**src/rtl/program_loader.sv**
```systemverilog
// Boot-time loader: frames a UART byte stream into 32-bit words for the instruction ROM write port.
// Optional trailing XOR checksum byte is enabled by defining PROGRAM_LOADER_CHECKSUM_EN.
module program_loader #(
    parameter int unsigned TIMEOUT_CYCLES = 5_000_000
) (
    input  logic        clk,
    input  logic        reset,
    input  logic [7:0]  rx_data,
    input  logic        rx_valid,
    output logic        rx_ready,
    input  logic        reload,
    output logic        imem_wr_en,
    output logic [7:0]  imem_addr,
    output logic [31:0] imem_wdata,
    output logic        cpu_hold,
    output logic        load_done,
    output logic        load_error
);

    localparam int unsigned TMO_W = $clog2(TIMEOUT_CYCLES);
    localparam logic [TMO_W-1:0] TMO_LAST = TMO_W'(TIMEOUT_CYCLES - 1);

    typedef enum logic [2:0] {
        S_IDLE,
        S_DATA,
`ifdef PROGRAM_LOADER_CHECKSUM_EN
        S_CHECK,
`endif
        S_DONE,
        S_ERROR
    } state_e;

    state_e            state_q, state_d;
    logic [1:0]        idx_q, idx_d;
    logic [23:0]       word_q, word_d;
    logic [8:0]        remain_q, remain_d;
    logic [7:0]        addr_q, addr_d;
    logic [TMO_W-1:0]  tmo_q, tmo_d;
    logic              wr_en_q, wr_en_d;
    logic [7:0]        wr_addr_q, wr_addr_d;
    logic [31:0]       wr_data_q, wr_data_d;
    logic              ready_q, ready_d;
    logic              hold_q, done_q, err_q;
`ifdef PROGRAM_LOADER_CHECKSUM_EN
    logic [7:0]        xor_q, xor_d;
`endif
    logic              accept;

    assign accept = rx_valid & ready_q;

    // Next-state and datapath update
    always_comb begin
        state_d   = state_q;
        idx_d     = idx_q;
        word_d    = word_q;
        remain_d  = remain_q;
        addr_d    = addr_q;
        tmo_d     = tmo_q;
        wr_en_d   = 1'b0;
        wr_addr_d = wr_addr_q;
        wr_data_d = wr_data_q;
`ifdef PROGRAM_LOADER_CHECKSUM_EN
        xor_d     = xor_q;
`endif
        case (state_q)
            S_IDLE: begin
                tmo_d = '0;
                if (accept) begin
                    remain_d = (rx_data == 8'd0) ? 9'd256 : {1'b0, rx_data};
                    idx_d    = 2'd0;
                    state_d  = S_DATA;
                end
            end
            S_DATA: begin
                // remain_q reaches 0 only without the checksum: one cycle after the last strobe
                if (remain_q == 9'd0) begin
                    state_d = S_DONE;
                end else if (accept) begin
                    tmo_d  = '0;
                    word_d = {rx_data, word_q[23:8]};
                    idx_d  = idx_q + 2'd1;
`ifdef PROGRAM_LOADER_CHECKSUM_EN
                    xor_d  = xor_q ^ rx_data;
`endif
                    if (idx_q == 2'd3) begin
                        wr_en_d   = 1'b1;
                        wr_addr_d = addr_q;
                        wr_data_d = {rx_data, word_q};
                        addr_d    = addr_q + 8'd1;
                        remain_d  = remain_q - 9'd1;
`ifdef PROGRAM_LOADER_CHECKSUM_EN
                        if (remain_q == 9'd1) begin
                            state_d = S_CHECK;
                        end
`endif
                    end
                end else if (tmo_q == TMO_LAST) begin
                    state_d = S_ERROR;
                end else begin
                    tmo_d = tmo_q + TMO_W'(1);
                end
            end
`ifdef PROGRAM_LOADER_CHECKSUM_EN
            S_CHECK: begin
                if (accept) begin
                    tmo_d   = '0;
                    state_d = (rx_data == xor_q) ? S_DONE : S_ERROR;
                end else if (tmo_q == TMO_LAST) begin
                    state_d = S_ERROR;
                end else begin
                    tmo_d = tmo_q + TMO_W'(1);
                end
            end
`endif
            S_DONE, S_ERROR: begin
                if (reload) begin
                    state_d = S_IDLE;
                    addr_d  = 8'd0;
                    idx_d   = 2'd0;
                    tmo_d   = '0;
`ifdef PROGRAM_LOADER_CHECKSUM_EN
                    xor_d   = 8'd0;
`endif
                end
            end
            default: state_d = S_IDLE;
        endcase

        ready_d = (state_d == S_IDLE)
`ifdef PROGRAM_LOADER_CHECKSUM_EN
                | (state_d == S_CHECK)
`endif
                | ((state_d == S_DATA) && (remain_d != 9'd0));
    end

    always_ff @(posedge clk or negedge reset) begin
        if (!reset) begin
            state_q   <= S_IDLE;
            idx_q     <= 2'd0;
            word_q    <= 24'd0;
            remain_q  <= 9'd0;
            addr_q    <= 8'd0;
            tmo_q     <= '0;
            wr_en_q   <= 1'b0;
            wr_addr_q <= 8'd0;
            wr_data_q <= 32'd0;
            ready_q   <= 1'b0;
            hold_q    <= 1'b1;
            done_q    <= 1'b0;
            err_q     <= 1'b0;
`ifdef PROGRAM_LOADER_CHECKSUM_EN
            xor_q     <= 8'd0;
`endif
        end else begin
            state_q   <= state_d;
            idx_q     <= idx_d;
            word_q    <= word_d;
            remain_q  <= remain_d;
            addr_q    <= addr_d;
            tmo_q     <= tmo_d;
            wr_en_q   <= wr_en_d;
            wr_addr_q <= wr_addr_d;
            wr_data_q <= wr_data_d;
            ready_q   <= ready_d;
            hold_q    <= (state_d != S_DONE);
            done_q    <= (state_d == S_DONE);
            err_q     <= (state_d == S_ERROR);
`ifdef PROGRAM_LOADER_CHECKSUM_EN
            xor_q     <= xor_d;
`endif
        end
    end

    assign rx_ready   = ready_q;
    assign imem_wr_en = wr_en_q;
    assign imem_addr  = wr_addr_q;
    assign imem_wdata = wr_data_q;
    assign cpu_hold   = hold_q;
    assign load_done  = done_q;
    assign load_error = err_q;

endmodule

```
**config.mk**
```make
export PLATFORM = sky130hd
export DESIGN_NAME = program_loader
export DESIGN_NICKNAME = d
export VERILOG_FILES = /design/src/rtl/program_loader.sv
export SDC_FILE = /design/constraint.sdc
export NUM_CORES = 1
export LEC_CHECK = 0
export ABC_AREA = 1
export CORE_ASPECT_RATIO = 1.25
export CORE_MARGIN = 2
export CORE_UTILIZATION = 54
export DETAILED_ROUTE_END_ITERATION = 10
export GPL_ROUTABILITY_DRIVEN = 0
export PLACE_DENSITY = 0.76
export SYNTH_ARGS = -nofsm -noshare
export SYNTH_HDL_FRONTEND = slang
export SYNTH_SLANG_ARGS = --single-unit
```
**constraint.sdc**
```tcl
create_clock -name clk -period 2.5 [get_ports clk]
set_input_delay 0.25 -clock clk [delete_from_list [all_inputs] [get_ports clk]]
set_output_delay 0.25 -clock clk [all_outputs]
set_load 0.05 [all_outputs]
```
# ---- Yosys cells after proc, flatten, opt, wreduce, memory -nomap -nowiden
# Cells that the tools add are included.
dict set report totals {
  elab_cells 80
  regBits 114
  in_bits 12
  output_inout_bits 45
}
dict set report op_classes {
  muxes 31
  n_reduce_logical 14
  eq_ne 15
  add_sub_neg 4
  bitwise 3
}
# cell n
set op_table {}
lappend op_table {{$mux W23} 4}
lappend op_table {{$pmux W23 S3} 1}
lappend op_table {{$mux W9} 5}
lappend op_table {{$mux W8} 4}
lappend op_table {{$add A23 B1 Y23 const B} 1}
lappend op_table {{$eq A23 B23 Y1 const B} 1}
lappend op_table {{$pmux W9 S2} 1}
lappend op_table {{$pmux W8 S2} 1}
lappend op_table {{$mux W3} 5}
lappend op_table {{$eq A3 B2 Y1 const B} 4}
lappend op_table {{$ne A2 B2 Y1 const B} 5}
lappend op_table {{$reduce_and A5 Y1} 2}
lappend op_table {{$logic_not A9 Y1} 1}
lappend op_table {{$pmux W3 S3} 1}
lappend op_table {{$reduce_bool A9 Y1} 1}
lappend op_table {{$sub A9 B1 Y9 const B} 1}
lappend op_table {{$add A8 B1 Y8 const B} 1}
lappend op_table {{$logic_not A8 Y1} 1}
lappend op_table {{$mux W2} 4}
lappend op_table {{$reduce_and A4 Y1} 2}
lappend op_table {{$eq A3 B1 Y1 const B} 2}
lappend op_table {{$logic_not A3 Y1} 2}
lappend op_table {{$pmux W2 S3} 1}
lappend op_table {{$mux W1} 4}
lappend op_table {{other kinds (12)} 12}

# ---- Depth between registers and ports, before layout
dict set report logic_depth {
  depth_word 8
  ltp_mapped 17
  ltp_nobuf 16
}

# ---- Worst setup path after synthesis
# OpenSTA, ideal clock, no wires.
dict set report synth_timing {
  path_type {flip-flop to flip-flop}
  startpoint {register ready_q, in the netlist rx_ready}
  endpoint {register ready_q, in the netlist rx_ready}
  path_slack_ns 0.544
  arrival_time_ns 1.839
  stages_incl_launch_ff 12
  period_less_slack_ns 1.956
  required_ns 2.383
  path_cell_list {dfrtp_1 > nand2_1 > inv_1 > buf_4 > buf_2 > o21ai_0 > o21ai_0 > nand2_1 > nand2_1 > nand3_1 > nor2_1 > nor2_1}
}
dict set report synth_via {
  elab_chain_cells 7
}
# item line_no
set synth_rtl {}
lappend synth_rtl {{from (decl)} 42} ;# logic ready_q, ready_d;
lappend synth_rtl {{from (signal assigned)} 164} ;# ready_q <= ready_d;
lappend synth_rtl {{$and A1 B1 Y1 *} 49} ;# assign accept = rx_valid & ready_q;
lappend synth_rtl {{$mux W9 / $mux W3 (equally long branches)} 78} ;# end else if (accept) begin
lappend synth_rtl {{$mux W9 / $mux W3 (equally long branches)} 76} ;# if (remain_q == 9'd0) begin
lappend synth_rtl {{$pmux W9 S2 / $pmux W3 S3 (equally long branches)} 65} ;# case (state_q)
lappend synth_rtl {{$reduce_bool A9 Y1 / $eq A3 B1 Y1 (equally long branches)} 133} ;# | ((state_d == S_DATA) && (remain_d != 9'd0));
lappend synth_rtl {{$logic_and A1 B1 Y1} 133}
lappend synth_rtl {{$or A1 B1 Y1 *} 129} ;# ready_d = (state_d == S_IDLE)
lappend synth_rtl {{named net ready_d} 42}
# Mark *: on every way through the listed nets, which the timed path passes. The rest lies on a longest branch.
# A chain may end at the register's enable or synchronous reset.

# ---- Final worst setup path
dict set report layout_timing {
  startpoint {register remain_q[1]}
  endpoint {register wr_data_q[12], in the netlist imem_wdata[12]}
}
dict set report layout_via {
  elab_chain_cells 3
}
# item line_no
set layout_rtl {}
lappend layout_rtl {{from (decl)} 36} ;# logic [8:0] remain_q, remain_d;
lappend layout_rtl {{from (signal assigned)} 158} ;# remain_q <= remain_d;
lappend layout_rtl {{$logic_not A9 Y1} 76}
lappend layout_rtl {{$not A1 Y1 (no source line)} n/a}
lappend layout_rtl {{$reduce_and A4 Y1 (no source line)} n/a}
lappend layout_rtl {{to (signal assigned)} 163} ;# wr_data_q <= wr_data_d;
lappend layout_rtl {{to (decl)} 41} ;# logic [31:0] wr_data_q, wr_data_d;
# No other way between the ends.

==> run summary <==
largest area contributor in the netlist: dfrtp_1
most instantiated cells after synthesis: nand2_1 (207), dfrtp_1 (113), inv_1 (69)
Pwr per Cell Area: 799 nW/um^2
count of instances resized after the clock tree is built: 0
top-area cell type share of the netlist area: 50.0%
clock tree from TritonCTS: yes
wire length per cell: 15.0 um
number of cell rows: 41
slew margin rel.: 57.7%
non-filler cells in the finished layout: 898
reg-to-reg critical path startpoint: remain_q[1]$_DFF_PN0_
violation count after the first detailed-route iteration: 355
switching power: 1760 uW
Max Freq: 458 MHz
count of endpoints failing hold in the final timing report: 0
number of global-route vias before repair: 4761
Cell Count Post-Placement: 865
via total after detailed routing: 4890
full die area: 11300 um^2
highest-utilization routing layer at the global route stage: met2
die width: 95.5 um
period utilisation layout: 87.4%
net count of the finished layout: 773
cell types with the largest area share after synthesis: dfrtp_1 (50%), nand2_1 (14%), o21ai_0 (5.2%)
clock tree root driver cell: clkbuf_16
Max clock buf depth: 2
setup repair after global routing missed its margin: no
leading register cell type out of synthesis: dfrtp_1
TritonRoute pass-1 iters: 7
maximum number of pins on one net before global-route repair: 61
Unique masters post-synth: 44
endpoint class of the critical path: register
total of warnings raised by yosys: 0
area added between synthesis and finish: 21.9%
share of flip-flops with an asynchronous set or reset: 100%
remaining design rule violation count: 0
leading cell type by number of instances after synthesis: nand2_1
depth of the most critical reg-to-reg path: 8
post-place instance area: 6340 um^2
Pins Over Slew Limit: 0
clock sink count: 114
crit path max fanout: 60
Setup Total Neg Slack: 0 ns
number of routed nets with antenna violations: 0
synthesized instance count: 692
I/O pin count: 57
setup slack on the worst flop-to-flop path: 0.32 ns
post-detailed-placement half-perimeter wirelength: 9320 um
Leak Pwr: 0.00319 uW
met1 global-route usage: 34.0%
post-synthesis area per instance: 8.17 um^2
Post-Syn Nets: 709
CTS clk-pin slew, worst paths: 0.06 ns
floorplan die height: 118 um
number of max-capacitance violations reported: 0
antenna violations before repair: 0
category of the worst setup path launch point: register
Antenna Diode Count: 0
Final Setup Violations: 0
area of all placed cells without fillers: 6890 um^2
Setup CP Type: register to register
minimum clock period after layout: 2.18 ns
Via density: 5.45
switching share of power: 31.9%
path category of the worst min-delay check: input pin to async pin
register share of total power: 41.7%
core box area: 10200 um^2
total clock buffers created by CTS: 17
internal cell power: 3750 uW
fraction of final layout cells with drive strength greater than 1: 11.3%
result of the run: completed
Worst IR Drop VDD: 0.681 mV
H-tree depth: 4
Syn Std Cell Area: 5650 um^2
total wire length after detailed routing: 13400 um
number of enable flip-flop cells after synthesis: 0
total track usage: 25.6%
number of register bits inferred by synthesis: 114
met3 global-route usage: 5.35%
first-pass GRT wire length: 22500 um
worst setup skew after layout: 0.0110 ns
Clk Latency, worst-skew pair: 0.42 ns
initial cell density of the core: 55.7%
Reg2Reg Capture Point: imem_wdata[12]$_DFFE_PN0P_
number of input and output port buffers inserted: 56
met2 usage in global routing: 39.8%
post-CTS setup buffer count: 0
worst endpoint data arrival time: 2.44 ns
total grt overflow: 0
clock share of power: 39.8%
final core utilization: 67.9%
actual transition at the worst max-transition pin: 0.635 ns
Gate power share: 18.4%
sequential element share of the synthesized area: 50.5%
required time worst endpoint: 2.76 ns
-- worst max-delay path by stage --
stage                               start                    endpoint  slack [ns]  depth (start not counted)
floorplan              rx_ready$_DFF_PN0_          rx_ready$_DFF_PN0_        0.54                         11
global placement                 rx_valid          rx_ready$_DFF_PN0_        0.28                         17
detailed placement               rx_valid          rx_ready$_DFF_PN0_        0.22                         17
CTS                 remain_q[1]$_DFF_PN0_  imem_wdata[12]$_DFFE_PN0P_        0.31                          8
global route         tmo_q[0]$_DFFE_PN0P_       tmo_q[20]$_DFFE_PN0P_        0.13                         11
finish              remain_q[1]$_DFF_PN0_  imem_wdata[12]$_DFFE_PN0P_        0.32                          8
-- cells in the final DEF (no fill, tap or decap), types with 2 or more instances in the layout --
master / count
ha_1: 5
clkinv_4: 3
o21ai_1: 13
nand3_1: 31
nor3b_1: 2
clkinv_2: 2
o21ai_2: 6
inv_2: 7
nand2_1: 207
nand4_1: 20
nor4_1: 4
dfrtp_1: 113
o31ai_1: 2
o21ai_0: 59
clkdlybuf4s50_1: 55
inv_1: 69
xnor2_1: 3
buf_4: 10
or2_4: 2
clkbuf_16: 17
nand2_2: 4
inv_6: 3
nor2_1: 45
nor2_4: 5
nor2_2: 3
clkinvlp_4: 6
nor3_1: 17
xor2_1: 10
nand3_2: 9
a22oi_1: 4
a21oi_1: 13
nor3_2: 2
-- registers in the layout, summed over array words and instances, names as in the netlist --
| name | count |
|---|---|
| remain_q | 9 |
| imem_addr | 8 |
| load_error | 1 |
| state_q | 3 |
| cpu_hold | 1 |
| word_q | 24 |
| idx_q | 2 |
| imem_wdata | 32 |
| imem_wr_en | 1 |
| addr_q | 8 |
| rx_ready | 1 |
| tmo_q | 23 |
| load_done | 1 |
-- layout make-up --
class	instances	area, um^2
clock inverters	14	108
repair buffers	67	656
fillers	832	3260
multi-input cells	478	2380
flip-flops and latches	114	2850
inverters	78	295
well taps	129	161
clock buffers	18	439
-- power groups by stage --
stage	Sequential (uW)	Clock [uW]	Combinational (uW)
finish	2300	2190	1020
global route	2340	2310	1130
global placement	2320	0	973
floorplan	2510	0	463
detailed placement	2320	0	1000
CTS	2300	2230	1020
-- layer usage --
metal	vias to the layer above	share of wire (%)
li1	2375	-
met1	2286	42
met2	186	49
met3	43	5.9
met4	0	3.5
met5	-	0
-- cell families (layout without fill, tap and decap cells) --
logic type	after synthesis	count (layout)	synth area share, %
buffers and inverters	100	177	7.50
xor gates and xnor gates	13	13	2.01
AOI/OAI and AO/OA	104	104	10.2
DFF	114	114	50.5
other	1	1	0.0663
adders and majority gates	5	5	1.11
and+or+nand+nor	355	355	28.6
-- critical path, stage by stage, from the launching register on --
cell     delay, ns
dfrtp_1       0.43
inv_1         0.12
ha_1          0.18
nand2_1       0.06
nor2_1        0.10
nand2_1       0.25
nand3_2       0.18
buf_4         0.48
o21ai_0       0.21
-- metrics by stage --
| stage | power (uW) | hold slack, ns | worst slack [ns] |
|---|---|---|---|
| 3_5_place_dp | 3330 | 0.314 | 0.223 |
| 4_1_cts | 5550 | 0.413 | 0.314 |
| 2_1_floorplan | 2970 | -0.0456 | 0.544 |
| 5_1_grt | 5780 | 0.464 | 0.134 |
| 3_3_place_gp | 3290 | 0.311 | 0.279 |
| 6_report | 5510 | 0.389 | 0.316 |
-- repair_timing --
action                     CTS  global route
setup endpoints to repair    0             0
hold buffers                 1             0
hold endpoints to repair    47             0
Power figures use the tool's default switching activity.
